### config.mk
export PLATFORM = sky130hd
export DESIGN_NAME = md5_lane_scheduler
export DESIGN_NICKNAME = d
export VERILOG_FILES = /design/src/rtl/md5_pkg.sv /design/src/rtl/rr_arbiter.sv /design/src/rtl/md5_lane_scheduler.sv
export SDC_FILE = /design/constraint.sdc
export NUM_CORES = 2
export LEC_CHECK = 0
export CORE_AREA = 2 2 354 356
export DETAILED_ROUTE_END_ITERATION = 7
export DIE_AREA = 0 0 356 358
export DONT_BUFFER_PORTS = 1
export GPL_TIMING_DRIVEN = 0
export HOLD_SLACK_MARGIN = 0.05
export SETUP_SLACK_MARGIN = 0.15
export SLEW_MARGIN = 20
export SYNTH_ARGS = -nofsm -noshare
export SYNTH_HDL_FRONTEND = slang
export SYNTH_SLANG_ARGS = --single-unit
### constraint.sdc
create_clock -name clk -period 12.5 [get_ports clk]
set_input_delay 1.875 -clock clk [delete_from_list [all_inputs] [get_ports clk]]
set_output_delay 1.875 -clock clk [all_outputs]
set_load 0.02 [all_outputs]
### src/rtl/md5_pkg.sv
// Shared types and constants for the MD5 lane scheduler and its arbiter.
package md5_pkg;

  localparam int MD5_TEXT_W = 128;

  typedef enum logic [2:0] {
    ST_IDLE  = 3'd0,
    ST_RUN   = 3'd1,
    ST_DRAIN = 3'd2,
    ST_ABORT = 3'd3,
    ST_DONE  = 3'd4
  } sched_state_t;

  // One slice of the candidate space handed to a lane.
  typedef struct packed {
    logic [63:0] index;
    logic [31:0] len;
  } lane_slice_t;

endpackage

### src/rtl/rr_arbiter.sv
// Round-robin arbiter: grants the first requesting lane at or after ptr.
module rr_arbiter
  import md5_pkg::*;
#(
  parameter int WIDTH = 4,
  localparam int PTR_W = $clog2(WIDTH)
) (
  input  logic [WIDTH-1:0] req,
  input  logic [PTR_W-1:0] ptr,
  input  logic             en,
  output logic [WIDTH-1:0] grant,
  output logic [PTR_W-1:0] grant_idx,
  output logic             grant_valid
);

  logic [WIDTH-1:0] hit_at;
  logic [PTR_W-1:0] lane_at [WIDTH];

  // Offset gi from the pointer maps to lane (ptr + gi) mod WIDTH.
  genvar gi;
  generate
    for (gi = 0; gi < WIDTH; gi++) begin : g_off
      logic [PTR_W:0] sum;
      logic [PTR_W:0] wrapped;
      assign sum         = {1'b0, ptr} + (PTR_W+1)'(gi);
      assign wrapped     = sum - (PTR_W+1)'(WIDTH);
      assign lane_at[gi] = (sum >= (PTR_W+1)'(WIDTH)) ? wrapped[PTR_W-1:0] : sum[PTR_W-1:0];
      assign hit_at[gi]  = req[lane_at[gi]];
    end
  endgenerate

  always_comb begin
    grant       = '0;
    grant_idx   = '0;
    grant_valid = 1'b0;
    for (int i = WIDTH - 1; i >= 0; i--) begin
      if (en && hit_at[i]) begin
        grant_valid = 1'b1;
        grant_idx   = lane_at[i];
      end
    end
    if (grant_valid) grant[grant_idx] = 1'b1;
  end

endmodule

### src/rtl/md5_lane_scheduler.sv
// Splits one brute-force job into slices for NUM_LANES MD5 lanes, captures the
// first match, aborts the rest and reports a single found/done result.
module md5_lane_scheduler
  import md5_pkg::*;
#(
  parameter int NUM_LANES = 4,
  parameter int SLICE_LEN = 65536,
  parameter int INDEX_W   = 64
) (
  input  logic                              clk,
  input  logic                              reset2,
  input  logic                              start,
  input  logic                              stop,
  input  logic [INDEX_W-1:0]                start_index,
  input  logic [INDEX_W-1:0]                end_index,
  input  logic [NUM_LANES-1:0]              lane_req,
  input  logic [NUM_LANES-1:0]              lane_done,
  input  logic [NUM_LANES-1:0]              lane_match,
  input  logic [NUM_LANES*MD5_TEXT_W-1:0]   lane_text,
  output logic [NUM_LANES-1:0]              lane_grant,
  output logic [INDEX_W-1:0]                grant_index,
  output logic [$clog2(SLICE_LEN+1)-1:0]    grant_len,
  output logic                              abort,
  output logic                              busy,
  output logic                              done,
  output logic                              found,
  output logic [$clog2(NUM_LANES)-1:0]      found_lane,
  output logic [MD5_TEXT_W-1:0]             found_text,
  output logic [31:0]                       slices_issued
);

  localparam int LEN_W = $clog2(SLICE_LEN + 1);
  localparam int PTR_W = $clog2(NUM_LANES);
  localparam logic [INDEX_W-1:0] SLICE_IDX = INDEX_W'(SLICE_LEN);

  sched_state_t         state_reg, state_next;
  logic [INDEX_W-1:0]   next_index_reg, end_reg, remaining, next_index_adv;
  logic [PTR_W-1:0]     rr_ptr_reg, arb_idx, match_idx;
  logic [NUM_LANES-1:0] busy_mask_reg, busy_mask_next;
  logic [NUM_LANES-1:0] live_done, live_match, eligible, arb_grant;
  logic                 arb_valid, arb_en, any_match, start_ok, have_work;
  logic                 busy_c, done_c, abort_c;
  lane_slice_t          slice_c;

  // Pulses from lanes that hold no slice are stale and ignored.
  assign live_done  = lane_done & busy_mask_reg;
  assign live_match = lane_match & busy_mask_reg;
  assign any_match  = |live_match;
  assign eligible   = lane_req & ~busy_mask_reg;
  assign have_work  = next_index_reg < end_reg;
  assign start_ok   = start && (state_reg == ST_IDLE || state_reg == ST_DONE);
  assign arb_en     = (state_reg == ST_RUN) && have_work && !any_match && !stop;

  rr_arbiter #(.WIDTH(NUM_LANES)) u_arb (
    .req        (eligible),
    .ptr        (rr_ptr_reg),
    .en         (arb_en),
    .grant      (arb_grant),
    .grant_idx  (arb_idx),
    .grant_valid(arb_valid)
  );

  // remaining is only meaningful when have_work holds, which arb_en requires.
  assign remaining = end_reg - next_index_reg;

  always_comb begin
    slice_c.index = 64'(next_index_reg);
    slice_c.len   = (remaining < SLICE_IDX) ? 32'(remaining) : 32'(SLICE_LEN);
  end

  assign next_index_adv = next_index_reg + INDEX_W'(slice_c.len);
  assign busy_mask_next = (busy_mask_reg & ~live_done) | arb_grant;

  always_comb begin
    match_idx = '0;
    for (int i = NUM_LANES - 1; i >= 0; i--) begin
      if (live_match[i]) match_idx = PTR_W'(i);
    end
  end

  always_ff @(posedge clk or posedge reset2) begin
    if (reset2) state_reg <= ST_IDLE;
    else        state_reg <= state_next;
  end

  always_comb begin
    state_next = state_reg;
    case (state_reg)
      ST_IDLE, ST_DONE: begin
        if (start) state_next = (end_index <= start_index) ? ST_DRAIN : ST_RUN;
      end
      ST_RUN: begin
        if (any_match || stop)                           state_next = ST_ABORT;
        else if (arb_valid && next_index_adv == end_reg) state_next = ST_DRAIN;
      end
      ST_DRAIN: begin
        if (any_match || stop)          state_next = ST_ABORT;
        else if (busy_mask_next == '0)  state_next = ST_DONE;
      end
      ST_ABORT: begin
        if (busy_mask_next == '0) state_next = ST_DONE;
      end
      default: state_next = ST_IDLE;
    endcase
  end

  always_comb begin
    busy_c  = (state_next == ST_RUN) || (state_next == ST_DRAIN) || (state_next == ST_ABORT);
    abort_c = (state_next == ST_ABORT);
    done_c  = (state_next == ST_DONE);
  end

  always_ff @(posedge clk or posedge reset2) begin
    if (reset2) begin
      lane_grant     <= '0;
      grant_index    <= '0;
      grant_len      <= '0;
      abort          <= 1'b0;
      busy           <= 1'b0;
      done           <= 1'b0;
      found          <= 1'b0;
      found_lane     <= '0;
      found_text     <= '0;
      slices_issued  <= '0;
      next_index_reg <= '0;
      end_reg        <= '0;
      rr_ptr_reg     <= '0;
      busy_mask_reg  <= '0;
    end else begin
      busy          <= busy_c;
      abort         <= abort_c;
      done          <= done_c;
      lane_grant    <= arb_grant;
      busy_mask_reg <= busy_mask_next;
      if (start_ok) begin
        next_index_reg <= start_index;
        end_reg        <= end_index;
        found          <= 1'b0;
        found_lane     <= '0;
        found_text     <= '0;
        slices_issued  <= '0;
      end
      if (arb_valid) begin
        grant_index    <= INDEX_W'(slice_c.index);
        grant_len      <= LEN_W'(slice_c.len);
        next_index_reg <= next_index_adv;
        rr_ptr_reg     <= (arb_idx == PTR_W'(NUM_LANES - 1)) ? '0 : arb_idx + 1'b1;
        if (slices_issued != '1) slices_issued <= slices_issued + 32'd1;
      end
      if ((state_reg == ST_RUN || state_reg == ST_DRAIN) && any_match) begin
        found      <= 1'b1;
        found_lane <= match_idx;
        found_text <= lane_text[match_idx*MD5_TEXT_W +: MD5_TEXT_W];
      end
    end
  end

endmodule
; ---- Word-level counts from Yosys, hierarchy flattened
; Cells that the tools add are included.
[word_totals]
regBits = 388
latchBits = 0
ram_bits = 0
rom_bits = 0
in_bits = 656
out_inout_bits = 251
elab_cells = 129
n_memories = 0
[op_classes]
n_addsub = 11
mul = 0
div_mod_pow = 0
order_cmp = 13
n_eq_ne = 11
shifts = 1
n_mux = 47
bitwise_logic = 7
n_reduce_logical = 24
[op_table]
columns = cell, n
row1 = $shiftx A512 B10 Y128, 1
row2 = $mux W128, 2
row3 = $mux W32, 4
row4 = $mux W64, 2
row5 = $add A64 B32 Y64, 1
row6 = $eq A64 B64 Y1, 1
row7 = $le A64 B64 Y1, 1
row8 = $lt A64 B17 Y1 const B, 1
row9 = $lt A64 B64 Y1, 1
row10 = $sub A64 B64 Y64, 1
row11 = $add A32 B1 Y32 const B, 1
row12 = $mux W2, 16
row13 = $ne A32 B32 Y1 const B, 1
row14 = $and A4 B4 Y4, 4
row15 = $lt A2 B3 Y1 const B, 5
row16 = $mux W3, 5
row17 = $eq A3 B2 Y1 const B, 4
row18 = $pmux W3 S4, 1
row19 = $logic_and A1 B1 Y1, 11
row20 = $mux W1, 11
row21 = $ge A3 B3 Y1 const B, 3
row22 = $bmux W1 S2, 4
row23 = $not A4 Y4, 2
row24 = $sub A2 B1 Y2 const B, 4
row25 = other kinds (18), 27

; ---- Depth between registers and ports, before layout
[depth]
depth_word = 23
mapped_depth = 35
mapped_depth_nobuf = 32

; ---- By module
; From an unflattened synthesis, not the netlist that was laid out.
[hier_totals]
cells_unflattened = 4276
hier_area_um2 = 31107.3
[modules_own_cells]
columns = module, instances, cells_per_inst, area_per_inst_um2, seq_area_each_um2
row1 = md5_lane_scheduler, 1, 4237, 30820.8, 9709.3
row2 = rr_arbiter, 1, 39, 286.5, 0.0

; ---- Least setup slack after synthesis
; Ideal clock, no wire load.
[synth_timing]
path_type = reg2reg
from = reg next_index_reg[32]
to = reg state_reg[1]
setup_ns = 0.066
t_arrival_ns = 7.823
t_required_ns = 12.434
slack_ns = 4.611
stages_incl_launch_ff = 33
n_path_buf = 3
synth_period_minus_slack_ns = 7.889
cell_sequence = dfrtp_1 clkbuf_1 inv_1 ha_1 clkbuf_1 nand4_1 or2_2 or3_1 o311ai_1 mux2i_1 o21ai_0 or4_1 nor4_4 nand2_1 clkbuf_1 nor2_1 ha_1 nor2b_1 o31a_1 o41ai_1 o41ai_1 or3b_2 a31oi_1 nor2_1 nand3_1 nor3_1 xnor2_1 nand3_1 or4_1 nor3_1 and4b_1 and4_1 a31o_1
[synth_rtl]
columns = element, line
row1 = "start, declared", md5_lane_scheduler.sv:37  ; logic [INDEX_W-1:0] next_index_reg, end_reg, remaining, next_index_adv;
row2 = "start signal, assigned", md5_lane_scheduler.sv:136  ; next_index_reg <= start_index;
row3 = "start signal, assigned", md5_lane_scheduler.sv:146  ; next_index_reg <= next_index_adv;
row4 = "end signal, assigned", md5_lane_scheduler.sv:83  ; else state_reg <= state_next;
row5 = "end, declared", md5_lane_scheduler.sv:36  ; sched_state_t state_reg, state_next;

==> flow_metrics.env <==
export IMPL_status="finished, final reports clean"
export IMPL_cts_hold_buf=0
export IMPL_antenna_found_initial=60
export IMPL_grt_overflow_total=0
export IMPL_synth_edf_count=0
export IMPL_drive_gt1_frac=0.0401
export IMPL_critPathBufInv=4
export IMPL_postSynthCellCount=4324
export IMPL_place_congestion=1.06
export IMPL_ys_seq_area_frac=0.318
export IMPL_cts_setup_buffers=0
export IMPL_grt_setup_unrepaired="no"
export IMPL_min_delay_start="next_index_reg[59]$_DFFE_PP0P_"
export IMPL_hold_viol_final=0
export IMPL_start_util=0.248
export IMPL_yosysWarnings=0
export IMPL_muxShareOfSynthArea=0.00495
export IMPL_drt_iter0_markers=3621
export IMPL_final_nets=5229
export IMPL_grt_max_degree=33
export IMPL_cts_root_buf="clkbuf_16"
export IMPL_io_pins=907
export IMPL_post_synth_top_area_cell="dfrtp_1"
export IMPL_drv_slew=0
export IMPL_cap_violations=0
export IMPL_power_density_nw_per_um2=270
export IMPL_required_ns=13.08
export IMPL_tightest_slew_ns=1.36
export IMPL_viasPerCell=5.70
export IMPL_crit_reg2reg_launch="next_index_reg[32]$_DFFE_PP0P_"
export IMPL_insertion_delay_ns=0.67
export IMPL_drt_total_wl_mm=206
export IMPL_synthArstFlopShare=1.00
export IMPL_grt_usage=0.309
export IMPL_startpoint_type="register"
export IMPL_io_buffers=0
export IMPL_synth_flop_cell="dfrtp_1"
export IMPL_drcViolationCount=0
export IMPL_path_delay_family="simple AND/OR/NAND/NOR gates"
export IMPL_r2r_setup_slack_ns=0.33
export IMPL_cp_arrival_ns=12.75
export IMPL_synth_seq_cells=388
export IMPL_avgSynthCellArea_um2=7.07
export IMPL_worstHoldEndpoint="next_index_reg[59]$_DFFE_PP0P_"
export IMPL_cp_end_kind="register"
export IMPL_die_y_um=358
export IMPL_peakVddDrop_uv=141
export IMPL_rr_worst_depth=32
export IMPL_grt_pass1_vias=33300
export IMPL_crit_slowest_cell="o311ai_1"
export IMPL_antenna_left=0
export IMPL_cts_path_max_buffers=3
export IMPL_chipWidth_um=356
export IMPL_worstPathMaxFanout=10
export IMPL_fin_setup_tns_ns=0
export IMPL_finalPower_mw=9.39
export IMPL_cts_clk_slew_worst_paths_ns=0.06
export IMPL_wl_per_cell_um=33.6
export IMPL_holdCritPathClass="reg2reg"
export IMPL_coreArea_um2=123000
export IMPL_slowest_delay_ns=0.84
export IMPL_tritoncts="built"
export IMPL_yosysTopAreaCellShare=0.318
export IMPL_dp_hpwl_mm=174
export IMPL_hold_slack_ns=0.531
export IMPL_die_area_um2=127000
export IMPL_holdPathStages=1
export IMPL_num_vias=34900
export IMPL_clock_skew_ns=0.0462
export IMPL_setup_viol=0
export IMPL_p_leak_nw=15.1
export IMPL_synth_top_family_by_area="simple AND/OR/NAND/NOR gates"
export IMPL_slew_limit_headroom=0.0961
export IMPL_synth_area_um2=30600
export IMPL_r2r_end="state_reg[1]$_DFF_PP0_"
export IMPL_synth_simple_gate_area_frac=0.325
export IMPL_synth_compound_area_frac=0.187
export IMPL_max_freq_ghz=0.0822
export IMPL_cts_sinks=388
export IMPL_rows=129
export IMPL_yosysUniqueCellTypes=89
export IMPL_regMostFlops="found_text"
export IMPL_fin_crit_sh=0.974
export IMPL_cts_buffers=52
export IMPL_cts_max_level=2
export IMPL_fin_crit_ns=12.17
export IMPL_ys_top_cells_by_area="dfrtp_1, nand2_1, nand3_1"
export IMPL_drtPass1Iterations=8
export IMPL_synthAdderAreaFrac=0.0684
export IMPL_grt_first_pass_wirelength_mm=276
export IMPL_largest_reg_flops=128
export IMPL_synth_xor_area_frac=0.0428
export IMPL_area_growth_synth_to_final_pct=13.9
export IMPL_critPathKind="reg2reg"
synthesized netlist by cell type, types with 22 or more instances:
library cell	instances
a211oi_1	30
a21o_1	48
a21oi_1	221
a31oi_1	38
and2_1	23
and3_1	31
buf_2	23
clkbuf_1	234
dfrtp_1	388
ha_1	164
inv_1	160
nand2_1	1181
nand2b_1	22
nand3_1	458
nand4_1	77
nor2_1	224
nor2b_1	26
nor3_1	60
nor4_1	27
o21a_1	30
o21ai_0	356
o31ai_1	29
xnor2_1	82
xor2_1	65
area by class of cell:
cell class | count | area, um2
Multi-Input combinational cell | 3517 | 19300
Clock inverter | 17 | 164
Sequential cell | 388 | 9710
Timing Repair Buffer | 15 | 292
Fill cell | 13800 | 88500
Tap cell | 1637 | 2050
Buffer | 273 | 1070
Antenna cell | 45 | 113
Inverter | 160 | 604
Clock buffer | 74 | 1540
power breakdown:
group / switching, mW / total [mW] / leakage, nW / internal, mW
Combinational: 3.67 / 5.26 / 9.20 / 1.59
Sequential: 0.894 / 2.59 / 5.04 / 1.70
Clock: 0.648 / 1.54 / 0.846 / 0.891
Total: 5.22 / 9.39 / 15.1 / 4.18
per-stage QoR:
step                      std cells  setup WS [ns]  utilization  area, um2
after floorplan                4338           4.61            -      30600
after global placement         5975          0.190        0.265      32700
after detailed placement       5990          0.711        0.268      33000
after CTS                      6081          0.612        0.281      34700
after global routing           6108          0.192        0.282      34800
final                          6126          0.331        0.282      34800
cell usage in the layout, fill, tap and decap left out, types with 24 or more instances in the layout:
cell type	synthesis	routed
xor2_1	65	65
a21o_1	48	48
xnor2_1	82	82
nor3_1	60	59
inv_1	160	159
a211oi_1	30	30
ha_1	164	164
nand2_1	1181	1181
diode_2	0	45
nand3_1	458	458
o31ai_1	29	29
nor2_1	224	224
nor4_1	27	24
dfrtp_1	388	388
nand4_1	77	77
o21ai_0	356	355
clkbuf_1	234	228
clkbuf_16	0	53
and3_1	31	31
a21oi_1	221	221
o21a_1	30	30
a31oi_1	38	38
nor2b_1	26	26
cell families (layout without fill, tap and decap cells):
group                      Yosys count  after routing
DFF                                388            388
adders and majority gates          166            166
AOI/OAI and AO/OA                  945            945
other                                1             60
muxes                               15             15
xor gates and xnor gates           148            148
and+or+nand+nor                   2228           2228
buffers and inverters              433            539
per-layer routing:
metal | track usage | part of all wire | up-vias
met4 | 0.145 | 0.053 | 44
li1 | - | - | 15300
met3 | 0.128 | 0.12 | 454
met5 | 0.0241 | 0.0033 | -
met1 | 0.350 | 0.36 | 17100
met2 | 0.503 | 0.46 | 2019
what timing repair did:
item / in CTS / in global routing
setup endpoints to repair: 0 / 2
resized for setup: 0 / 2
hold endpoints to repair: 0 / 0
how the worst max path moves through the flow:
| stage | depth (start not counted) | end | from | slack [ns] |
|---|---|---|---|---|
| 2_1_floorplan | 32 | state_reg[1]$_DFF_PP0_ | next_index_reg[32]$_DFFE_PP0P_ | 4.61 |
| 3_3_place_gp | 33 | state_reg[1]$_DFF_PP0_ | next_index_reg[48]$_DFFE_PP0P_ | 0.19 |
| 3_5_place_dp | 33 | state_reg[1]$_DFF_PP0_ | next_index_reg[48]$_DFFE_PP0P_ | 0.71 |
| 4_1_cts | 33 | state_reg[1]$_DFF_PP0_ | next_index_reg[48]$_DFFE_PP0P_ | 0.61 |
| 5_1_grt | 32 | state_reg[1]$_DFF_PP0_ | next_index_reg[32]$_DFFE_PP0P_ | 0.19 |
| 6_report | 32 | state_reg[1]$_DFF_PP0_ | next_index_reg[32]$_DFFE_PP0P_ | 0.33 |
worst register-to-register path: cells and delay by family, from the launching register on:
family / cells / cell delay [ns]
AOI/OAI and AO/OA: 8 / 3.59
buffers and inverters: 4 / 1.32
and+or+nand+nor: 17 / 5.88
adders and majority gates: 2 / 0.74
xor gates and xnor gates: 1 / 0.28
DFF: 1 / 0.32
No activity file was read; power rests on OpenSTA's default activity.
